--- src/rtl/logic_op_sequencer_pkg.sv ---
// Shared definitions for the logic-op sequencer slice.
//   op_t    : operation encodings carried to the combinational logic unit
//   state_t : sequencer FSM states, also exported on the state_dbg port
package logic_op_sequencer_pkg;

  localparam int OP_W = 2;

  typedef enum logic [OP_W-1:0] {
    OP_AND = 2'b00,
    OP_OR  = 2'b01,
    OP_XOR = 2'b10,
    OP_NOT = 2'b11
  } op_t;

  typedef enum logic [1:0] {
    ST_IDLE  = 2'd0,
    ST_ISSUE = 2'd1,
    ST_HOLD  = 2'd2
  } state_t;

endpackage

--- src/rtl/logic_op_sequencer_if.sv ---
// Command / result handshake bundle of the logic-op sequencer.
//   cmd_valid/cmd_ready/cmd_op/cmd_a/cmd_b : request channel (initiator -> sequencer)
//   res_valid/res_ready/res_data           : result channel (sequencer -> consumer)
// Handshake: a transfer happens on a rising clk edge where valid and ready are both 1.
// Once raised, valid stays high and the payload stays stable until that transfer;
// ready may change freely and never depends combinationally on valid.
interface logic_op_sequencer_if #(
  parameter int W = 16
);
  import logic_op_sequencer_pkg::*;

  logic            cmd_valid;
  logic            cmd_ready;
  logic [OP_W-1:0] cmd_op;
  logic [W-1:0]    cmd_a;
  logic [W-1:0]    cmd_b;
  logic            res_valid;
  logic            res_ready;
  logic [W-1:0]    res_data;

  modport master (
    output cmd_valid, cmd_op, cmd_a, cmd_b, res_ready,
    input  cmd_ready, res_valid, res_data
  );

  modport slave (
    input  cmd_valid, cmd_op, cmd_a, cmd_b, res_ready,
    output cmd_ready, res_valid, res_data
  );

endinterface

--- src/rtl/logic_op_sequencer_sync_fifo.sv ---
// Synchronous FIFO holding queued {op, a, b} commands.
//   clk, rst    : clock, synchronous active-high reset (empties the FIFO)
//   push, wdata : write an entry (caller guarantees !full)
//   pop, rdata  : rdata shows the head combinationally; pop drops it (caller guarantees !empty)
//   full, empty : occupancy flags
// Pointers carry one extra wrap bit so full and empty are distinguishable.
module logic_op_sequencer_sync_fifo #(
  parameter int WIDTH = 34,
  parameter int DEPTH = 4
) (
  input  logic             clk,
  input  logic             rst,
  input  logic             push,
  input  logic [WIDTH-1:0] wdata,
  input  logic             pop,
  output logic [WIDTH-1:0] rdata,
  output logic             full,
  output logic             empty
);
  localparam int AW = $clog2(DEPTH);

  logic [AW:0]      wr_ptr;
  logic [AW:0]      rd_ptr;
  logic [WIDTH-1:0] mem [DEPTH];

  always_ff @(posedge clk) begin
    if (rst) begin
      wr_ptr <= '0;
      rd_ptr <= '0;
    end else begin
      if (push) wr_ptr <= wr_ptr + (AW+1)'(1);
      if (pop)  rd_ptr <= rd_ptr + (AW+1)'(1);
    end
  end

  // Storage needs no reset: nothing is read while the FIFO is empty.
  always_ff @(posedge clk) begin
    if (push) mem[wr_ptr[AW-1:0]] <= wdata;
  end

  assign rdata = mem[rd_ptr[AW-1:0]];
  assign empty = (wr_ptr == rd_ptr);
  assign full  = (wr_ptr[AW] != rd_ptr[AW]) && (wr_ptr[AW-1:0] == rd_ptr[AW-1:0]);

endmodule

--- src/rtl/logic_op_sequencer.sv ---
// Logic-op sequencer: queues (op, a, b) requests, drives them one at a time onto a
// purely combinational logic unit, waits LAT extra settle cycles, captures lu_y and
// offers it on the result handshake.
//   clk, rst        : single clock, synchronous active-high reset
//   bus (slave)     : command and result handshakes (see logic_op_sequencer_if)
//   lu_op/lu_a/lu_b : registered operands to the logic unit, hold last issued values
//   lu_y            : combinational result from the logic unit
//   busy            : FSM not idle or commands still queued
//   state_dbg       : current FSM state
module logic_op_sequencer
  import logic_op_sequencer_pkg::*;
#(
  parameter int W     = 16,
  parameter int DEPTH = 4,
  parameter int LAT   = 0
) (
  input  logic                  clk,
  input  logic                  rst,
  logic_op_sequencer_if.slave   bus,
  output logic [OP_W-1:0]       lu_op,
  output logic [W-1:0]          lu_a,
  output logic [W-1:0]          lu_b,
  input  logic [W-1:0]          lu_y,
  output logic                  busy,
  output state_t                state_dbg
);
  localparam int          FW    = 2*W + OP_W;
  localparam logic [3:0]  LAT_C = 4'(LAT);

  state_t        state, state_nxt;
  logic [3:0]    cnt;
  logic          push, pop, full, empty;
  logic [FW-1:0] head;
  logic          load, capture, release_res;
  logic          res_valid_q;
  logic [W-1:0]  res_data_q;

  // Acceptance depends only on FIFO space, never on cmd_valid.
  assign bus.cmd_ready = !full;
  assign push          = bus.cmd_valid && !full;
  assign pop           = load;

  logic_op_sequencer_sync_fifo #(
    .WIDTH (FW),
    .DEPTH (DEPTH)
  ) u_fifo (
    .clk   (clk),
    .rst   (rst),
    .push  (push),
    .wdata ({bus.cmd_op, bus.cmd_a, bus.cmd_b}),
    .pop   (pop),
    .rdata (head),
    .full  (full),
    .empty (empty)
  );

  // State register
  always_ff @(posedge clk) begin
    if (rst) state <= ST_IDLE;
    else     state <= state_nxt;
  end

  // Next-state logic
  always_comb begin
    state_nxt = state;
    case (state)
      ST_IDLE:  if (!empty) state_nxt = ST_ISSUE;
      ST_ISSUE: if (cnt == LAT_C) state_nxt = ST_HOLD;
      ST_HOLD:  if (bus.res_ready) state_nxt = empty ? ST_IDLE : ST_ISSUE;
      default:  state_nxt = ST_IDLE;
    endcase
  end

  // Control outputs: load pops the head into lu_*, capture latches lu_y,
  // release_res completes the result handshake.
  always_comb begin
    load        = 1'b0;
    capture     = 1'b0;
    release_res = 1'b0;
    case (state)
      ST_IDLE:  load = !empty;
      ST_ISSUE: capture = (cnt == LAT_C);
      ST_HOLD: begin
        release_res = bus.res_ready;
        load        = bus.res_ready && !empty;   // back-to-back issue
      end
      default: ;
    endcase
  end

  // Datapath registers
  always_ff @(posedge clk) begin
    if (rst) begin
      cnt         <= '0;
      lu_op       <= '0;
      lu_a        <= '0;
      lu_b        <= '0;
      res_valid_q <= 1'b0;
      res_data_q  <= '0;
    end else begin
      if (load) begin
        {lu_op, lu_a, lu_b} <= head;
        cnt                 <= '0;
      end else if (state == ST_ISSUE && !capture) begin
        cnt <= cnt + 4'd1;
      end
      if (capture) begin
        res_valid_q <= 1'b1;
        res_data_q  <= lu_y;
      end else if (release_res) begin
        res_valid_q <= 1'b0;
      end
    end
  end

  assign bus.res_valid = res_valid_q;
  assign bus.res_data  = res_data_q;
  assign busy          = (state != ST_IDLE) || !empty;
  assign state_dbg     = state;

endmodule

--- src/flat_wrapper.sv ---
// flat-port wrapper written by rule: the top's interface ports become plain ports
module logic_op_sequencer_flat import logic_op_sequencer_pkg::*;
#(
  parameter int W     = 16,
  parameter int DEPTH = 4,
  parameter int LAT   = 0
)
  (clk, rst, lu_op, lu_a, lu_b, lu_y, busy, state_dbg, bus_cmd_valid, bus_cmd_op, bus_cmd_a, bus_cmd_b, bus_res_ready, bus_cmd_ready, bus_res_valid, bus_res_data);
  logic_op_sequencer_if #(.W(W)) bus_i ();
  input  logic clk;
  input  logic rst;
  output logic [OP_W-1:0] lu_op;
  output logic [W-1:0] lu_a;
  output logic [W-1:0] lu_b;
  input  logic [W-1:0] lu_y;
  output logic busy;
  output state_t state_dbg;
  input wire logic [$bits(bus_i.cmd_valid)-1:0] bus_cmd_valid;
  input wire logic [$bits(bus_i.cmd_op)-1:0] bus_cmd_op;
  input wire logic [$bits(bus_i.cmd_a)-1:0] bus_cmd_a;
  input wire logic [$bits(bus_i.cmd_b)-1:0] bus_cmd_b;
  input wire logic [$bits(bus_i.res_ready)-1:0] bus_res_ready;
  output wire logic [$bits(bus_i.cmd_ready)-1:0] bus_cmd_ready;
  output wire logic [$bits(bus_i.res_valid)-1:0] bus_res_valid;
  output wire logic [$bits(bus_i.res_data)-1:0] bus_res_data;
  assign bus_i.cmd_valid = bus_cmd_valid;
  assign bus_i.cmd_op = bus_cmd_op;
  assign bus_i.cmd_a = bus_cmd_a;
  assign bus_i.cmd_b = bus_cmd_b;
  assign bus_i.res_ready = bus_res_ready;
  assign bus_cmd_ready = bus_i.cmd_ready;
  assign bus_res_valid = bus_i.res_valid;
  assign bus_res_data = bus_i.res_data;
  logic_op_sequencer #(.W(W), .DEPTH(DEPTH), .LAT(LAT)) u_core (.clk(clk), .rst(rst), .bus(bus_i), .lu_op(lu_op), .lu_a(lu_a), .lu_b(lu_b), .lu_y(lu_y), .busy(busy), .state_dbg(state_dbg));
endmodule
--- config.mk ---
export PLATFORM = sky130hd
export DESIGN_NAME = logic_op_sequencer_flat
export DESIGN_NICKNAME = d
export VERILOG_FILES = /design/src/rtl/logic_op_sequencer_pkg.sv /design/src/rtl/logic_op_sequencer_if.sv /design/src/rtl/logic_op_sequencer_sync_fifo.sv /design/src/rtl/logic_op_sequencer.sv /design/src/flat_wrapper.sv
export SDC_FILE = /design/constraint.sdc
export NUM_CORES = 1
export LEC_CHECK = 0
export ABC_CLOCK_PERIOD_IN_PS = 7150
export BUFFER_PORTS_ARGS = -buffer_cell sky130_fd_sc_hd__buf_2
export CELL_PAD_IN_SITES_DETAIL_PLACEMENT = 1
export CELL_PAD_IN_SITES_GLOBAL_PLACEMENT = 2
export CORE_MARGIN = 2
export CORE_UTILIZATION = 44
export CTS_BUF_LIST = sky130_fd_sc_hd__clkbuf_8 sky130_fd_sc_hd__clkbuf_16
export DETAILED_ROUTE_END_ITERATION = 7
export PLACE_DENSITY_LB_ADDON = 0.1
export SKIP_LAST_GASP = 1
export SLEW_MARGIN = 0
export SYNTH_ARGS = -nofsm -noshare
export SYNTH_HDL_FRONTEND = slang
export SYNTH_SLANG_ARGS = --single-unit
--- constraint.sdc ---
create_clock -name clk -period 7.15 [get_ports clk]
set_input_delay 1.43 -clock clk [delete_from_list [all_inputs] [get_ports clk]]
set_output_delay 1.43 -clock clk [all_outputs]
set_load 0.02 [all_outputs]
==> results of run 1 <==
## state kept, by name, summed over array words and instances, names as in the netlist
| name | count |
|---|---|
| u_core.u_fifo.mem | 136 |
| u_core.bus.res_data | 16 |
| u_core.lu_a | 16 |
| u_core.lu_b | 16 |
| u_core.cnt | 4 |
| u_core.u_fifo.rd_ptr | 3 |
| u_core.u_fifo.wr_ptr | 3 |
| u_core.lu_op | 2 |
| u_core.state_dbg | 2 |
| u_core.bus.res_valid | 1 |
## cells in the final DEF (no fill, tap or decap), types with 2 or more instances in the layout
cell       count
edfxtp_1     136
buf_2        108
nand2_1       76
dfxtp_1       61
mux2i_1       36
mux4_2        33
nand3_1       20
a21oi_1       19
o21ai_0       19
clkbuf_16     17
inv_1         10
ha_1           7
nor2b_1        5
nor2_1         4
and2_2         4
clkinv_2       4
nand3b_1       3
a211oi_1       3
clkinv_4       3
xnor2_1        2
a31oi_1        2
mux2_2         2
nand2b_1       2
nand4_1        2
o211ai_1       2
inv_6          2
buf_4          2
## kinds of logic after synthesis
family | Yosys count
compound gates | 48
xor+xnor | 5
fa+ha+maj | 7
buf+inv | 39
flops | 199
mux | 72
simple gates | 124
## metal layers
| layer | wire length (um) | part of all wire (%) |
|---|---|---|
| met2 | 7640 | 50 |
| met4 | 222 | 1.5 |
| met3 | 525 | 3.5 |
| met1 | 6760 | 45 |
| met5 | 0 | 0 |
## layout make-up
class | count | area (um2)
fillers | 1716 | 8290
flip-flops and latches | 199 | 5350
multi-input cells | 256 | 2180
repair buffers | 110 | 556
clock buffers | 18 | 439
well taps | 225 | 282
clock inverters | 14 | 113
inverters | 8 | 30.0
## final timing paths
check | cells past startpoint | endpoint | slack [ps]
hold reg to reg | 2 | u_core.lu_b[0]$_SDFFE_PP0P_ | 450
setup reg to reg | 3 | u_core.u_fifo.mem[3][30]$_DFFE_PP_ | 4010
hold / removal | 2 | u_core.lu_b[0]$_SDFFE_PP0P_ | 450
setup / recovery | 4 | busy | 3480
## worst min-delay path, stage by stage, from the launching register on
cell	delay (ps)
dfxtp_1	310
nand2_1	50
mux2i_1	50
## power by group
part           leakage (nW)  internal, W  switching [W]
logic                  1.29     0.000401       0.000462
registers              1.77      0.00138       0.000140
clock network         0.284     0.000487       0.000409
## stage by stage
stage	hold slack, ps	instance area [um2]	setup WS (ps)	instances
5_1_grt	477	8950	3300	830
4_1_cts	460	8950	3410	830
3_3_place_gp	442	8390	3900	798
2_1_floorplan	489	7730	4070	494
3_5_place_dp	450	8390	3810	798
6_report	455	8950	3480	830
==> out/summary.txt, run 1 <==
Top cell type's share of synthesized area: 52.8%
CP required: 5720 ps
Core Util, Final: 51.9%
FP Rows: 48
Worst-Skew Late Latency: 430 ps
Final Skew: 8.71 ps
Top cells by area, synth: edfxtp_1 53%, dfxtp_1 16%, mux4_2 9.6%
Crit path kind: reg -> out
Final antenna-violating net count: 0
Die ar.: 0.0187 mm2
Setup total negative slack: 0 ps
DR pass1 iterations: 4
Port Buffers: 108
Critical path capture point type: output pin
Routed len/inst: 18.2 um
CTS resizes: 0
Tcrit/Tclk final: 51.4%
Synth top cells by count: 136 x edfxtp_1, 76 x nand2_1, 63 x dfxtp_1
Largest family of logic cells by synthesized area: multiplexers
YS warnings: 0
Max VDD drop: 0.199 mV
Setup crit start: u_core.u_fifo.rd_ptr[1]$_SDFFE_PP0P_
Ratio of total power to cell area: 367 mW/mm2
# nets final: 653
Global Route Usage Sum: 17.5%
Syn_nets: 555
N_diodes: 0
Max Slew Vio Count: 0
Die Ht: 137 um
CTS Buf Count: 17
Leak: 3.34 nW
Async S/R FF share, synth: 0%
Hold Path Origin: u_core.lu_b[0]$_SDFFE_PP0P_
Number of max-cap violations: 0
Total clock sinks: 199
TritonCTS clock tree: yes
Met3 Use GR: 3.85%
Detail Placement HPWL: 9310 um
CP Data Arrival Time: 2240 ps
H-Tree Depth: 4
Unrepaired setup endpoints after global routing: false
Critical path peak fanout: 37
Post-synthesis area per instance: 15.7 um2
GR peak layer: met2
Vias per std cell: 5.23
Post-synthesis cell type count: 41
Yosys reg bits: 199
DIE WIDTH: 137 um
Post-synthesis adder-cell area fraction: 1.13%
Max incr delay on CP: 990 ps
Most numerous cell in the Yosys netlist: edfxtp_1
Total routed wirelength: 15100 um
Initial antenna violation count: 0
Main flop type after synthesis: edfxtp_1
Proportion of synthesized area in mux cells: 14.9%
CP max stage cell: dfxtp_2
Met2 usage: 29.4%
Cell taking the most area after synthesis: edfxtp_1
First-pass GRT wire length: 24600 um
Final GP Congestion: 0.676
DRC viols: 0
Largest delay share family, worst path: flip-flops
Vias in the first global route: 4656
Largest net degree at the start of global routing: 76
Vias: 4342
Final Setup Violations: 0
Max Clk Rate: 0.272 GHz
Post-CTS setup buffer count: 0
Launching point of the worst reg2reg path: u_core.u_fifo.rd_ptr[1]$_SDFFE_PP0P_
Worst Max-Slew Pin Slew: 1230 ps
Buf+Inv Stages, Crit Path: 1
Crit path time final: 3670 ps
Placeable Area: 0.0172 mm2
Starting Density: 44.9%
Clk pin slew, worst setup/hold paths: 70 ps
Share of cells above drive strength 1: 31.1%
Cells after synthesis: 494
Post-synth EDFFs: 136
Root buf cell: clkbuf_16
Simple-gate share of the synthesized area: 7.44%
Met1 usage: 22.6%
Sequential element share of the synthesized area: 69.1%
Top-level I/O count: 109
Pwr Total: 0.00328 W
Startpoint types: flop
Final Hold Viols: 0
Outcome: finished clean
Synth Area in Compound Gates: 3.69%
Initial DRC Count: 166
GRT overflow: 0
Cell Chain, Critical Path: xnor2_2, and3_2, nand2_1, buf_2
Max Root-Sink Buffers: 2
Synth Area in XOR/XNOR: 0.906%
Mapped Area: 0.00773 mm2
Hold WC Path Type: reg -> reg
Synth-to-Final Area Change: 15.7%
Post-CTS Hold Buffers: 0
Worst slew margin: 17.5%
Power figures use the tool's default switching activity.
==> run 2: changes to the inputs <==
ABC_CLOCK_PERIOD_IN_PS = 3480   (was 7150)
CORE_UTILIZATION = 41   (was 44)
clock period = 3.48 ns   (was 7.15 ns; I/O delays follow)
==> run 2 against run 1 <==
Final cell count grew 2.2%. Register-to-register slack lost 2900 ps. First-iteration DRC count grew 22%. Via count grew 2.0%. Combinational power grew 130%. Design area grew 1.9%. Global-route usage shrank 0.85 points. Worst setup slack lost 2400 ps. Critical endpoint unchanged. Utilization shrank 2.8 points.
==> out/summary.txt, run 2 (synthesis gave the netlist of run 1 again) <==
Outcome: finished clean (unchanged)
Startpoint types: flop (unchanged)
Max VDD drop: 0.378 mV (was 0.199 mV)
Largest net degree at the start of global routing: 41 (was 76)
Total routed wirelength: 16000 um (was 15100 um)
M1 wire length: 7350 um (was 6760 um)
CP max stage cell: xnor2_2 (was dfxtp_2)
Met3 wire len: 398 um (was 525 um)
Ratio of total power to cell area: 762 mW/mm2 (was 367 mW/mm2)
Crit path time final: 2420 ps
Final Hold Viols: 0 (unchanged)
CP required: 2780 ps (was 5720 ps)
Critical path capture point type: output pin (unchanged)
Max Root-Sink Buffers: 2 (unchanged)
Number of max-cap violations: 0 (unchanged)
Die ar.: 0.0200 mm2 (was 0.0187 mm2)
Synth-to-Final Area Change: 17.9% (was 15.7%)
Pwr Total: 0.00695 W (was 0.00328 W)
Post-Place Setup Slack: 985 ps (was 3810 ps)
Vias per std cell: 5.22 (was 5.23)
H-Tree Depth: 4 (unchanged)
DIE WIDTH: 141 um (was 137 um)
Max reg flops: 136 (unchanged)
# nets final: 662 (was 653)
Clk pin slew, worst setup/hold paths: 70 ps (about the same)
TritonCTS clock tree: yes (unchanged)
Vias: 4427 (was 4342)
Critical path peak fanout: 8 (was 37)
Root buf cell: clkbuf_16 (unchanged)
Unrepaired setup endpoints after global routing: false (unchanged)
Leak: 3.41 nW (was 3.34 nW)
Final antenna-violating net count: 0 (unchanged)
Die Ht: 141 um (was 137 um)
CTS Buf Count: 17 (unchanged)
Initial antenna violation count: 0 (unchanged)
Most common cell after layout, fill and taps aside: edfxtp_1 (unchanged)
Max Slew Vio Count: 0 (unchanged)
Placeable Area: 0.0186 mm2 (was 0.0172 mm2)
N_diodes: 0 (unchanged)
Worst Max-Slew Pin Slew: 754 ps (was 1230 ps)
DRC viols: 0 (unchanged)
Max incr delay on CP: 430 ps (was 990 ps)
Worst-Skew Late Latency: 430 ps (about the same)
Port Buffers: 108 (unchanged)
Hold WC Path Type: reg -> reg (unchanged)
Worst hold slack: 456 ps (was 455 ps)
Uppermost routed layer: met4 (unchanged)
WL met2: 8040 um (was 7640 um)
Top-level I/O count: 109 (unchanged)
Path depth of the worst reg2reg path: 4 (was 3)
Global Route Usage Sum: 16.6% (was 17.5%)
Most frequent cells in the layout: 136 x edfxtp_1, 108 x buf_2, 76 x nand2_1, 61 x dfxtp_1, 36 x mux2i_1 (unchanged)
Detail Placement HPWL: 10100 um (was 9310 um)
Cell Chain, Critical Path: xnor2_2, and3_2, nand2_1, buf_2 (unchanged)
Crit path kind: reg -> out (unchanged)
Share of cells above drive strength 1: 32.6% (was 31.1%)
Initial DRC Count: 203 (was 166)
Total clock sinks: 199 (unchanged)
CTS resizes: 0 (unchanged)
Final Skew: 9.49 ps (was 8.71 ps)
GRT overflow: 0 (unchanged)
Worst Hold Depth: 2 (unchanged)
Setup total negative slack: 0 ps (unchanged)
Post-CTS Hold Buffers: 0 (unchanged)
Post-CTS setup buffer count: 0 (unchanged)
Tcrit/Tclk final: 69.7%
Core Util, Final: 49.1% (was 51.9%)
DR pass1 iterations: 4 (unchanged)
Starting Density: 41.6% (was 44.9%)
Slack of the critical path: 1060 ps (was 3480 ps)
FP Rows: 50 (was 48)
CP Data Arrival Time: 1730 ps (was 2240 ps)
Max Clk Rate: 0.412 GHz
Worst slew margin: 49.7% (was 17.5%)
Final Setup Violations: 0 (unchanged)
Routed len/inst: 18.9 um (was 18.2 um)
Final GP Congestion: 0.698 (was 0.676)
Vias in the first global route: 4698 (was 4656)
First-pass GRT wire length: 25400 um (was 24600 um)
-- run 2: cell types whose count changed in the layout (fill, tap and decap cells not counted), sizes merged --
cell	before	now
buf	110	119
clkinv	7	4
inv	13	16
-- run 2: report_power, final --
| part | internal (W) | total (W) | switching (W) |
|---|---|---|---|
| Clock | 0.00104 | 0.00197 | 0.000923 |
| Combinational | 0.000867 | 0.00200 | 0.00113 |
| Sequential | 0.00284 | 0.00299 | 0.000149 |
| Total | 0.00475 | 0.00695 | 0.00220 |
-- run 2: metrics by stage --
step,area [um2],std cells
after detailed placement,8520,816
after floorplan,7730,494
final,9120,848
after global routing,9120,848
after global placement,8520,816
after CTS,9120,848
-- run 2: worst paths after layout --
| kind | endpoint | slack (ps) | start |
|---|---|---|---|
| worst max-delay path | busy | 1060 | u_core.u_fifo.wr_ptr[1]$_SDFFE_PP0P_ |
| worst min register to register | u_core.lu_b[12]$_SDFFE_PP0P_ | 460 | u_core.lu_b[12]$_SDFFE_PP0P_ |
| worst min-delay path | u_core.lu_b[12]$_SDFFE_PP0P_ | 460 | u_core.lu_b[12]$_SDFFE_PP0P_ |
| worst max register to register | u_core.u_fifo.mem[0][19]$_DFFE_PP_ | 1150 | u_core.u_fifo.wr_ptr[1]$_SDFFE_PP0P_ |
-- run 2: critical path, delay by kind of cell, from the launching register on --
kind                   cells  cell delay [ps]
XOR/XNOR                   1              430
flip-flops                 1              380
AND/OR/NAND/NOR            2              350
buffers and inverters      1              150
-- run 2: cell type report --
type / instances / area (um2)
Fill cell: 1828 / 9460
Sequential cell: 199 / 5350
Multi-Input combinational cell: 256 / 2180
Timing Repair Buffer: 119 / 673
Clock buffer: 18 / 439
Tap cell: 234 / 293
Clock inverter: 14 / 158
Inverter: 8 / 30.0
-- run 2: per-layer routing --
metal	track usage, %	vias up
met5	0	-
li1	-	2069
met2	28.0	77
met3	3.71	18
met1	21.8	2263
met4	4.79	0
